--- config.mk ---
export PLATFORM = sky130hd
export DESIGN_NAME = mem_stage
export DESIGN_NICKNAME = d
export VERILOG_FILES = /design/src/rtl/mips_pkg.sv /design/src/rtl/load_align.sv /design/src/rtl/mem_stage.sv
export SDC_FILE = /design/constraint.sdc
export NUM_CORES = 1
export LEC_CHECK = 0
export BUFFER_PORTS_ARGS = -buffer_cell sky130_fd_sc_hd__buf_2
export CELL_PAD_IN_SITES_DETAIL_PLACEMENT = 0
export CELL_PAD_IN_SITES_GLOBAL_PLACEMENT = 1
export CORE_MARGIN = 4
export CORE_UTILIZATION = 37
export CTS_CLUSTER_SIZE = 25
export DETAILED_ROUTE_END_ITERATION = 12
export GPL_ROUTABILITY_DRIVEN = 0
export PLACE_DENSITY = 0.89
export SLEW_MARGIN = 25
export SYNTH_ARGS = -nofsm -noshare
export SYNTH_HDL_FRONTEND = slang
export SYNTH_SLANG_ARGS = --single-unit
--- constraint.sdc ---
create_clock -name clk -period 1.8 [get_ports clk]
set_input_delay 0.18 -clock clk [delete_from_list [all_inputs] [get_ports clk]]
set_output_delay 0.18 -clock clk [all_outputs]
set_load 0.005 [all_outputs]
--- src/rtl/mips_pkg.sv ---
// Shared definitions for the MEM stage: access-size encoding, FSM state
// encoding, byte-enable constants and small lane helpers.
package mips_pkg;

  typedef enum logic [1:0] {
    SIZE_BYTE  = 2'd0,
    SIZE_HALF  = 2'd1,
    SIZE_WORD  = 2'd2,
    SIZE_WORD3 = 2'd3
  } mem_size_e;

  typedef enum logic {
    ST_IDLE = 1'b0,
    ST_BUSY = 1'b1
  } mem_state_e;

  localparam logic [3:0] BE_BYTE = 4'b0001;
  localparam logic [3:0] BE_HALF = 4'b0011;
  localparam logic [3:0] BE_WORD = 4'b1111;

  // Encoding 3 is an alias for a word access.
  function automatic mem_size_e norm_size(input logic [1:0] s);
    return (s == 2'd3) ? SIZE_WORD : mem_size_e'(s);
  endfunction

  function automatic logic [3:0] byte_enable(input mem_size_e s, input logic [1:0] a);
    case (s)
      SIZE_BYTE: return BE_BYTE << a;
      SIZE_HALF: return BE_HALF << {a[1], 1'b0};
      default:   return BE_WORD;
    endcase
  endfunction

  // Stores place the same data on every lane; byte enables pick the lane.
  function automatic logic [31:0] replicate(input mem_size_e s, input logic [31:0] d);
    case (s)
      SIZE_BYTE: return {4{d[7:0]}};
      SIZE_HALF: return {2{d[15:0]}};
      default:   return d;
    endcase
  endfunction

  function automatic logic misaligned(input mem_size_e s, input logic [1:0] a);
    case (s)
      SIZE_BYTE: return 1'b0;
      SIZE_HALF: return a[0];
      default:   return (a != 2'b00);
    endcase
  endfunction

  // Forces the low address bits down to the natural alignment of the size.
  function automatic logic [1:0] align_lo(input mem_size_e s, input logic [1:0] a);
    case (s)
      SIZE_BYTE: return a;
      SIZE_HALF: return {a[1], 1'b0};
      default:   return 2'b00;
    endcase
  endfunction

endpackage

--- src/rtl/load_align.sv ---
// Load lane selection (little-endian) and zero/sign extension.
module load_align
  import mips_pkg::*;
(
  input  logic [31:0] rdata,
  input  logic [1:0]  addr_lo,
  input  logic [1:0]  size,
  input  logic        load_signed,
  output logic [31:0] data
);

  logic [7:0]  byte_lane;
  logic [15:0] half_lane;

  // Pick the addressed lane, then extend it to 32 bits.
  always_comb begin
    byte_lane = 8'h00;
    half_lane = 16'h0000;
    data      = rdata;
    case (addr_lo)
      2'd0:    byte_lane = rdata[7:0];
      2'd1:    byte_lane = rdata[15:8];
      2'd2:    byte_lane = rdata[23:16];
      default: byte_lane = rdata[31:24];
    endcase
    half_lane = addr_lo[1] ? rdata[31:16] : rdata[15:0];
    case (norm_size(size))
      SIZE_BYTE: data = {{24{load_signed & byte_lane[7]}}, byte_lane};
      SIZE_HALF: data = {{16{load_signed & half_lane[15]}}, half_lane};
      default:   data = rdata;
    endcase
  end

endmodule

--- src/rtl/mem_stage.sv ---
// MEM pipeline stage: passes ALU results through in one cycle and runs
// loads/stores over a valid/ready-style bus with an IDLE/BUSY FSM.
// Optional build macro: MEM_ALIGN_CHECK_EN -- misaligned half/word accesses
// are trapped (misalign pulse, no bus cycle) instead of being aligned down.
//
// Handshake: once BUSY, bus_req stays high and bus_addr/bus_we/bus_wdata/
// bus_be are frozen until a rising edge samples bus_ready=1; that edge
// retires the op. stall mirrors BUSY, and upstream holds its inputs while
// stall is high, so in_valid is not looked at in BUSY.
module mem_stage
  import mips_pkg::*;
#(
  parameter int DATA_W = 32,
  parameter int ADDR_W = 32
) (
  input  logic              clk,
  input  logic              rst_n,
  input  logic              in_valid,
  input  logic [DATA_W-1:0] alu_result,
  input  logic [DATA_W-1:0] store_data,
  input  logic              mem_read,
  input  logic              mem_write,
  input  logic [1:0]        mem_size,
  input  logic              load_signed,
  input  logic [4:0]        rd_in,
  input  logic              reg_write_in,
  output logic              stall,
  output logic              bus_req,
  output logic              bus_we,
  output logic [ADDR_W-1:0] bus_addr,
  output logic [DATA_W-1:0] bus_wdata,
  output logic [3:0]        bus_be,
  input  logic              bus_ready,
  input  logic [DATA_W-1:0] bus_rdata,
  output logic              wb_valid,
  output logic [DATA_W-1:0] wb_data,
  output logic [4:0]        wb_rd,
  output logic              wb_reg_write,
  output logic              misalign,
  output logic              dbg_state
);

  mem_state_e state_q, state_d;

  logic        mem_op;
  logic        alu_op;
  logic        start;
  logic        fault;
  logic        retire;
  logic        misalign_in;
  mem_size_e   size_in;
  logic [1:0]  addr_lo_in;

  logic [ADDR_W-1:0] addr_q;
  logic              we_q;
  logic [3:0]        be_q;
  logic [DATA_W-1:0] wdata_q;
  logic [1:0]        size_q;
  logic              signed_q;
  logic [4:0]        rd_q;
  logic              rw_q;
  logic              misalign_q;
  logic [31:0]       load_data;

  assign mem_op     = in_valid & (mem_read | mem_write);
  assign alu_op     = in_valid & ~(mem_read | mem_write);
  assign size_in    = norm_size(mem_size);
  assign addr_lo_in = align_lo(size_in, alu_result[1:0]);

`ifdef MEM_ALIGN_CHECK_EN
  assign misalign_in = misaligned(size_in, alu_result[1:0]);
`else
  assign misalign_in = 1'b0;
`endif

  // Next-state and per-cycle event decode.
  always_comb begin
    state_d = state_q;
    start   = 1'b0;
    fault   = 1'b0;
    retire  = 1'b0;
    case (state_q)
      ST_IDLE: begin
        if (mem_op) begin
          if (misalign_in) begin
            fault = 1'b1;
          end else begin
            start   = 1'b1;
            state_d = ST_BUSY;
          end
        end
      end
      ST_BUSY: begin
        if (bus_ready) begin
          retire  = 1'b1;
          state_d = ST_IDLE;
        end
      end
      default: state_d = ST_IDLE;
    endcase
  end

  // FSM state register.
  always_ff @(posedge clk or negedge rst_n) begin
    if (!rst_n) state_q <= ST_IDLE;
    else        state_q <= state_d;
  end

  // Latch the memory op at issue; these registers drive the bus while BUSY.
  always_ff @(posedge clk or negedge rst_n) begin
    if (!rst_n) begin
      addr_q   <= '0;
      we_q     <= 1'b0;
      be_q     <= 4'b0000;
      wdata_q  <= '0;
      size_q   <= 2'd0;
      signed_q <= 1'b0;
      rd_q     <= 5'd0;
      rw_q     <= 1'b0;
    end else if (start) begin
      addr_q   <= {alu_result[ADDR_W-1:2], addr_lo_in};
      we_q     <= mem_write;
      be_q     <= byte_enable(size_in, addr_lo_in);
      wdata_q  <= replicate(size_in, store_data);
      size_q   <= size_in;
      signed_q <= load_signed;
      rd_q     <= rd_in;
      rw_q     <= reg_write_in;
    end
  end

  load_align u_load_align (
    .rdata       (bus_rdata),
    .addr_lo     (addr_q[1:0]),
    .size        (size_q),
    .load_signed (signed_q),
    .data        (load_data)
  );

  // Writeback register: one-cycle wb_valid pulse per retired op.
  always_ff @(posedge clk or negedge rst_n) begin
    if (!rst_n) begin
      wb_valid     <= 1'b0;
      wb_data      <= '0;
      wb_rd        <= 5'd0;
      wb_reg_write <= 1'b0;
      misalign_q   <= 1'b0;
    end else begin
      wb_valid     <= 1'b0;
      wb_reg_write <= 1'b0;
      misalign_q   <= 1'b0;
      if (state_q == ST_IDLE && alu_op) begin
        wb_valid     <= 1'b1;
        wb_data      <= alu_result;
        wb_rd        <= rd_in;
        wb_reg_write <= reg_write_in;
      end else if (fault) begin
        wb_valid     <= 1'b1;
        wb_data      <= alu_result;
        wb_rd        <= rd_in;
        misalign_q   <= 1'b1;
      end else if (retire) begin
        wb_valid     <= 1'b1;
        wb_data      <= we_q ? '0 : load_data;
        wb_rd        <= rd_q;
        wb_reg_write <= rw_q & ~we_q;
      end
    end
  end

  assign stall     = (state_q == ST_BUSY);
  assign bus_req   = (state_q == ST_BUSY);
  assign bus_we    = we_q & (state_q == ST_BUSY);
  assign bus_addr  = addr_q;
  assign bus_wdata = wdata_q;
  assign bus_be    = be_q;
  assign misalign  = misalign_q;
  assign dbg_state = state_q;

endmodule

**Yosys cells after proc, flatten, opt, wreduce, memory -nomap -nowiden**

Cells that the tools add are included.

- Eq/ne operators: 6
- Shifts and indexed selects: 2
- Muxes and demuxes: 23
- Bitwise logic cells: 10
- Reduce and logical (&&, ||, !) cells: 5

Operators by type and width:

| kind | count |
|---|---|
| $pmux 32 s2 | 2 |
| $mux 32 | 3 |
| $pmux 8 s3 | 1 |
| $mux 16 | 1 |
| $mux 5 | 2 |
| $mux 1 | 9 |
| $pmux 4 s2 | 1 |
| $and 1x1->1 | 6 |
| $eq 2x1->1 const B | 3 |
| $eq 2x2->1 const B | 3 |
| $logic_not 2->1 | 3 |
| $mux 2 | 2 |
| $pmux 2 s2 | 1 |
| $shl 1x2->4 const A | 1 |
| $shl 2x2->4 const A | 1 |
| $not 1->1 | 3 |
| $pmux 1 s2 | 1 |
| $reduce_bool 2->1 | 1 |
| $logic_and 1x1->1 | 1 |
| $or 1x1->1 | 1 |

- Register bits after elaboration: 118
- Bits of input ports: 111
- Output and inout bits: 112
- Logic and storage cells: 59

**Logic depth before layout (Yosys ltp)**

Gate-level depths: netlist of run 1.

- Depth after elaboration: 7
- Gate-level depth with buffers: 6
- Mapped depth without buffers: 4

**Hierarchy**

From an unflattened synthesis of run 1, not the netlist that was laid out.

- Cells, all modules: 498
- Area, all modules: 5901.9 sq um

By module, submodules not included:

| module | instances | cells each | area each (sq um) | seq. area each (sq um) |
|---|---|---|---|---|
| mem_stage | 1 | 383 | 5026.1 | 2952.8 |
| load_align | 1 | 115 | 875.8 | 0.0 |

**Worst setup path before layout of run 1**

OpenSTA, ideal clock, no wires.

- Path kind: register to register
- From: reg state_q, in the netlist bus_req
- To: reg wb_data[11]
- Library setup time: 141 ps
- Arrival: 1522 ps
- Required time: 1659 ps
- Slack: 137 ps
- Cell stages (with the launch flop): 6
- Buffers on the path: 1
- Clock period less this slack: 1663 ps
- Cells stage by stage: dfrtp_1 > or4b_4 > buf_6 > and3_4 > a221oi_2 > o21ai_1

- Longest elaborated chain between the ends: 3
- Elaborated cells between the ends (all ways): 5
- Classes of those cells: mux: 2; bitwise: 1; reduce/logical: 2

RTL lines:

| element | RTL line | source |
|---|---|---|
| start: declaration | mem_stage.sv:43 | `mem_state_e state_q, state_d;` |
| start signal: assignment | mem_stage.sv:106 | `else state_q <= state_d;` |
| $not 1->1 | - |  |
| $logic_and 1x1->1 | mem_stage.sv:152 | `if (state_q == ST_IDLE && alu_op) begin` |
| $mux 32 / $reduce_bool 2->1 (equally long branches) | - |  |
| end signal: assignment | mem_stage.sv:154 | `wb_data <= alu_result;` |
| end signal: assignment | mem_stage.sv:159 | `wb_data <= alu_result;` |
| end signal: assignment | mem_stage.sv:164 | `wb_data <= we_q ? '0 : load_data;` |
| end: declaration | mem_stage.sv:36 | `output logic [DATA_W-1:0] wb_data,` |

Parallel ways exist; a longest one is shown, timed or not.
A chain may end at the register's enable or synchronous reset.

**Worst setup path in the final report of run 1**

- From: reg state_q, in the netlist bus_req
- To: reg wb_data[23]

Same word-level chain as after synthesis.

==> impl_results.md, run 1 <==
- Status: finished clean
- Worst-path clk slew: 0.05 ns
- CP bufs+invs: 1
- Total gr overflow: 0
- Clk_skew: 0.0130 ns
- Final WL: roughly 17 mm
- Register area share after synthesis: between 50% and 60%
- I/O Buffers: 221
- Std-Cell Rows: 44
- Tmin final: 1.68 ns
- Area grow syn2layout: 37.2%
- Final Instance Area: 7720 um^2
- Worst endpoint data arrival time: 1.93 ns
- WS Path Type: reg -> reg
- Vias in the first global route: just over 5000
- Number of placed I/O pins: 223
- Post-Place Worst Slack: 0.0604 ns
- Detailed router's first-iteration violation count: 267
- Max Freq: roughly 0.59 GHz
- Post-synth EDFFs: 0
- Post-Syn Nets: 633
- Layout Nets: 868
- CTS buffer count: 17
- Drt drc: 0
- Gate Count Post-Synth: between 500 and 600
- Maxcap violations: 0
- Synth Flop Type: dfrtp_1
- Starting density of the core: 38.3%
- Fill count: 1355
- Pwr per Cell Area: 1210 nW/um^2
- Final core utilization: 52.5%
- First-pass GRT wire length: 28.2 mm
- Worst-Skew Late Latency: between 0.4 and 0.5 ns
- HP Class: in -> reg
- Crit-path max FO: 16
- Post-synth top area share: 52.5%
- Die span in y: 131 um
- Unique masters post-synth: 44
- Final-report hold violation count: 0
- Total track usage: between 20% and 30%
- Sequential cell area: 2950 um^2
- CTS Sinks: between 100 and 150
- Die area: 17200 um^2
- FFs w/ async S/R, synth: between 90% and 100%
- CTS Root Cell: clkbuf_16
- Lkg Pwr: between 3 and 4 nW
- Post-synthesis sequential element count: roughly 120
- Final Cycle Share: 93.6%
- Antenna viol nets, final: 0
- Top post-synthesis cells by area: dfrtp_1, mux2_2, mux2i_1
- Inst Count DP: 908
- Pre-antenna DRT Iters: 5
- Synthesis Warnings: 0
- Pin count of the biggest net entering global routing: 68
- CP max stage cell: or4b_4
- Worst path top cell family by delay: simple AND/OR/NAND/NOR gates
- Layout cells sized above 1: 43.3%
- Avg Cell Area, Syn: roughly 11 um^2
- Critical Path Max Stage Delay: 0.58 ns
- Finish-stage setup viols: 0
- Finished Layout Cells: 954
- Final max-slew violation count: 0
- Postcts setup bufs: 0
- Die Width: 131 um
- Max VDD drop: 0.623 mV
- Wire per inst: 18.3 um
- Clk buf depth: 2
- Placed instance area: approximately 7000 um^2
- Initial antenna violation count: 1
- Slack of the critical path: approximately 0.12 ns
- Routed vias/inst: around 5.2
- Multi-input logic area: between 2000 and 2500 um^2
- Critical Path End Type: flop
- Crit-path cells: or4b_4 -> buf_4 -> a32oi_1 -> nand3_1
- Worst Tran Pin Value: between 0.7 and 0.8 ns
- CTS H-tree lvls: 4
- CTS tree: built
- Vias: 4990
- Setup crit start kind: flop
- Hpwl dp: ~13 mm
- Worst Path Required: 2.05 ns
- RSZ-0062 raised after global routing: true
- Yosys top cell by area: dfrtp_1
- Core area: 14700 um^2
- Slew headroom: 52.9%
- Synth Cell Area: 5620 um^2
[path summary, 6_finish.rpt]
path                                            start                       end  slack [ns]  depth (start not counted)
worst min-delay path                        bus_ready         bus_req$_DFF_PN0_        0.01                          2
worst max-delay path                bus_req$_DFF_PN0_   wb_data[23]$_DFFE_PN0P_        0.12                          4
max in group asynchronous                       rst_n   bus_addr[6]$_DFFE_PN0P_        0.88                          3
worst max register to register      bus_req$_DFF_PN0_   wb_data[23]$_DFFE_PN0P_        0.12                          4
worst min register to register  bus_be[1]$_DFFE_PN0P_     bus_be[1]$_DFFE_PN0P_        0.47                          2
min in group asynchronous                       rst_n  bus_addr[28]$_DFFE_PN0P_        0.28                          2
[placed cells by master, fill, tap and decap left out, drive strengths merged]
cell	instances
a31oi	6
conb	1
nand2b	4
a22o	1
a221o	2
or3b	2
clkinvlp	1
nor3b	1
nand2	76
buf	244
a211oi	6
nor3	1
dfrtp	118
a222oi	1
nand3	23
clkinv	7
o21ai	42
o311ai	6
o211ai	1
clkbuf	21
inv	12
and2	9
or4b	1
a21oi	12
o22ai	6
dlygate4sd3	14
a32oi	17
diode	1
nand3b	2
o31ai	1
bufinv	2
mux2	46
a22oi	11
mux2i	35
nor2b	4
and3	7
a221oi	7
nor4b	1
nor2	18
[cell type report]
type / instances / area share [%]
diodes: 1 / 0.0324
clock buffers: 21 / 5.84
clock inverters: 10 / 1.38
inverters: 12 / 0.584
multi-input cells: 350 / 31.5
flip-flops and latches: 118 / 38.3
well taps: 184 / 2.98
repair buffers: 258 / 19.4
[state kept, by name, summed over array words and instances, names as in the netlist]
| signal | flops |
|---|---|
| wb_data | 32 |
| wb_reg_write | 1 |
| bus_addr | 32 |
| bus_be | 4 |
| we_q | 1 |
| size_q | 2 |
| wb_valid | 1 |
| bus_req | 1 |
| rd_q | 5 |
| signed_q | 1 |
| wb_rd | 5 |
| bus_wdata | 32 |
| rw_q | 1 |
[through the flow]
| stage | setup TNS [ns] | hold WS (ns) | power [W] |
|---|---|---|---|
| 6_report | 0 | 0.0126 | 0.00936 |
| 5_1_grt | -0.158 | 0.00693 | 0.00992 |
| 4_1_cts | 0 | 0.000560 | 0.00947 |
| 3_5_place_dp | 0 | 0.178 | 0.00617 |
| 3_3_place_gp | 0 | 0.175 | 0.00610 |
| 2_1_floorplan | 0 | -0.116 | 0.00489 |
[metal layers]
metal	vias to the layer above	GRT usage, %	wire length [um]
li1	2362	-	-
met1	2404	25.8	7500
met4	0	7.82	459
met3	34	5.70	1060
met5	-	0	0
met2	190	33.5	8440
[report_power, final]
group	switching, W	internal (W)	total (W)
clock	0.00118	0.00205	0.00323
sequential	0.000365	0.00333	0.00369
combinational	0.00119	0.00125	0.00244
[synth_stat cells, types with 6 or more instances]
| master | number |
|---|---|
| a21oi_1 | 12 |
| dfrtp_1 | 118 |
| and2_1 | 9 |
| a31oi_1 | 6 |
| buf_2 | 15 |
| o21ai_0 | 37 |
| mux2i_1 | 35 |
| nand2_1 | 76 |
| o22ai_1 | 6 |
| nor2_1 | 17 |
| a211oi_1 | 6 |
| nand3_1 | 23 |
| a22oi_1 | 11 |
| a32oi_1 | 17 |
| clkbuf_1 | 19 |
| inv_1 | 12 |
| mux2_2 | 46 |
[cells by family after synthesis]
family,count (synthesis),synth area share (%)
compound gates,119,14.6
other cells,1,0.0667
simple gates,149,12.7
buf+inv,54,4.60
flops,118,52.5
mux,81,15.4
[timing repair]
item,CTS,global route
hold endpoints to repair,45,0
setup endpoints to repair,0,16
hold buffers,14,0
gates resized for setup,0,1
No activity file was read; power rests on OpenSTA's default activity.
==> inputs of run 2 (changes only) <==
--- a/config.mk
+++ b/config.mk
@@ -6,14 +6,12 @@
 export NUM_CORES = 1
 export LEC_CHECK = 0
 export BUFFER_PORTS_ARGS = -buffer_cell sky130_fd_sc_hd__buf_2
-export CELL_PAD_IN_SITES_DETAIL_PLACEMENT = 0
-export CELL_PAD_IN_SITES_GLOBAL_PLACEMENT = 1
 export CORE_MARGIN = 4
-export CORE_UTILIZATION = 37
+export CORE_UTILIZATION = 44
 export CTS_CLUSTER_SIZE = 25
 export DETAILED_ROUTE_END_ITERATION = 12
 export GPL_ROUTABILITY_DRIVEN = 0
-export PLACE_DENSITY = 0.89
+export PLACE_DENSITY = 0.82
 export SLEW_MARGIN = 25
 export SYNTH_ARGS = -nofsm -noshare
 export SYNTH_HDL_FRONTEND = slang
==> run 2 against run 1 <==
Cell area down 0.39%. Non-clock buffer count unchanged. Register-to-register slack lost 0.07 ns. Maximum frequency down 3.9%. Power about the same. Worst setup slack lost 0.069 ns. Cell count down 1.6%. Sequential share of layout area grew 0.17 points. First-iteration DRC count increased by 30%. Clock skew decreased by 0.0031 ns.
==> impl_results.md, run 2 (synthesis results as in run 1) <==
- WS Path Type: reg -> reg (unchanged)
- Commonest non-fill, non-tap cells in the layout: buf_2, dfrtp_1, nand2_1, mux2_2, o21ai_0 (unchanged)
- Critical path origin: bus_req$_DFF_PN0_ (unchanged)
- Fill count: 1045 (was 1355)
- Final-report hold violation count: 0 (unchanged)
- Final core utilization: 61.2% (was 52.5%)
- Initial antenna violation count: 0 (was 1)
- Layout cells sized above 1: 43.3% (about the same)
- Pre-antenna DRT Iters: 7 (was 5)
- Status: finished clean (unchanged)
- Commonest non-fill, non-tap cell in the layout: buf_2 (unchanged)
- Reg2Reg Depth: 4 (unchanged)
- Worst Tran Pin Value: 0.544 ns (was 0.705 ns)
- Setup TNS: 0 ns (unchanged)
- Clk_skew: 0.00987 ns (was 0.0130 ns)
- CTS H-tree lvls: 4 (unchanged)
- Tmin final: 1.75 ns (was 1.68 ns)
- Std-Cell Rows: 41 (was 44)
- CTS Sinks: 118 (unchanged)
- Total track usage: 23.7% (was 20.4%)
- Number of placed I/O pins: 223 (unchanged)
- Starting density of the core: 44.7% (was 38.3%)
- First-pass GRT wire length: 26.7 mm (was 28.2 mm)
- Final Cycle Share: 97.4% (was 93.6%)
- Drt drc: 0 (unchanged)
- CTS tree: built (unchanged)
- Max VDD drop: 0.798 mV (was 0.623 mV)
- Wire per inst: 18.4 um (was 18.3 um)
- Post-Place Worst Slack: 0.0798 ns (was 0.0604 ns)
- Critical Path End Type: flop (unchanged)
- Sequential cell area: 2950 um^2 (about the same)
- Placed instance area: 6960 um^2 (was 7020 um^2)
- Worst-Skew Late Latency: 0.41 ns (about the same)
- Antenna viol nets, final: 0 (unchanged)
- Hold Path Origin: alu_result[17] (was bus_ready)
- Maxcap violations: 0 (unchanged)
- Final Instance Area: 7690 um^2 (was 7720 um^2)
- Vias in the first global route: 4948 (was 5087)
- Worst r2r src: bus_req$_DFF_PN0_ (unchanged)
- RSZ-0062 raised after global routing: false (was true)
- HP Class: in -> reg (unchanged)
- CP Capture Point: wb_data[26]$_DFFE_PN0P_ (was wb_data[23]$_DFFE_PN0P_)
- Final max-slew violation count: 0 (unchanged)
- Area grow syn2layout: 36.7% (was 37.2%)
- Die Width: 121 um (was 131 um)
- Core area: 12600 um^2 (was 14700 um^2)
- Diodes inserted: 0 (was 1)
- Worst Path Required: 2.06 ns (was 2.05 ns)
- Final WL: 17.2 mm (was 17.5 mm)
- CTS buffer count: 17 (unchanged)
- Lkg Pwr: 3.82 nW (was 3.83 nW)
- Max Freq: 0.570 GHz (was 0.594 GHz)
- I/O Buffers: 221 (unchanged)
- Worst endpoint data arrival time: 2.01 ns (was 1.93 ns)
- Multi-input logic area: 2440 um^2 (was 2430 um^2)
- Slack of the critical path: 0.0467 ns (was 0.115 ns)
- Finish-stage setup viols: 0 (unchanged)
- R2r endpoint: wb_data[26]$_DFFE_PN0P_ (was wb_data[23]$_DFFE_PN0P_)
- Pwr per Cell Area: 1220 nW/um^2 (was 1210 nW/um^2)
- Vias: 5079 (was 4990)
- CTS Root Cell: clkbuf_16 (unchanged)
- Hpwl dp: 12.5 mm (was 12.9 mm)
- Pin count of the biggest net entering global routing: 92 (was 68)
- Die span in y: 121 um (was 131 um)
- Routed vias/inst: 5.41 (was 5.23)
- Layout Nets: 868 (unchanged)
- Crit-path max FO: 14 (was 16)
- Worst-path clk slew: 0.05 ns (about the same)
- Detailed router's first-iteration violation count: 347 (was 267)
- Slew headroom: 63.6% (was 52.9%)
- Total gr overflow: 0 (unchanged)
- Clk buf depth: 2 (unchanged)
- Setup crit start kind: flop (unchanged)
- R2R setup slack: 0.05 ns (was 0.12 ns)
- Die area: 14700 um^2 (was 17200 um^2)
==> run 2: worst min path at each step <==
stage | cells after the start | slack [ns] | endpoint
2_1_floorplan | 0 | -0.12 | bus_addr[0]$_DFFE_PN0P_
3_3_place_gp | 1 | 0.20 | bus_wdata[30]$_DFFE_PN0P_
3_5_place_dp | 1 | 0.20 | bus_addr[6]$_DFFE_PN0P_
4_1_cts | 3 | 0.0004 | wb_data[20]$_DFFE_PN0P_
5_1_grt | 3 | 0.01 | wb_data[14]$_DFFE_PN0P_
6_report | 3 | 0.01 | wb_data[17]$_DFFE_PN0P_
==> run 2: layout make-up <==
class,instances,area share (%)
clock buffer,26,6.89
clock inverter,3,0.521
inverter,12,0.586
multi-input combinational,350,31.8
sequential,118,38.4
tap,172,2.80
timing repair buffer,258,19.0
==> run 2: repair_timing <==
action | CTS | global route
setup endpoints to repair | 0 | 9
hold buffers | 15 | 0
buffers inserted | 0 | 0
gates resized for setup | 0 | 2
endpoints found under the hold margin | 49 | 0
==> run 2: power breakdown <==
group,switching (W),total (W),leakage [nW],internal (W)
clock network,0.00110,0.00322,0.284,0.00212
registers,0.000395,0.00373,1.45,0.00333
logic,0.00118,0.00241,2.09,0.00123
==> run 2: critical path, cell delays in order (launching register included) <==
cell and delay (ns):
dfrtp_1 0.37, or4b_4 0.61, buf_4 0.24, a32oi_1 0.24
nand3_1 0.12
==> run 2: per-stage QoR <==
| step | hold slack (ns) | total power, W | cells |
|---|---|---|---|
| floorplan | -0.116 | 0.00489 | 522 |
| detailed placement | 0.200 | 0.00613 | 895 |
| global route | 0.0103 | 0.00987 | 939 |
| CTS | 0.000369 | 0.00941 | 939 |
| global placement | 0.196 | 0.00605 | 895 |
| finish | 0.0138 | 0.00936 | 939 |
==> run 2: routing by layer <==
| metal | up-vias | share of wire [%] | global-route usage, % |
|---|---|---|---|
| li1 | 2363 | - | - |
| met1 | 2427 | 40 | 30.4 |
| met2 | 234 | 49 | 36.9 |
| met3 | 55 | 7.2 | 6.29 |
| met4 | 0 | 4.0 | 12.2 |
| met5 | - | 0 | 0 |
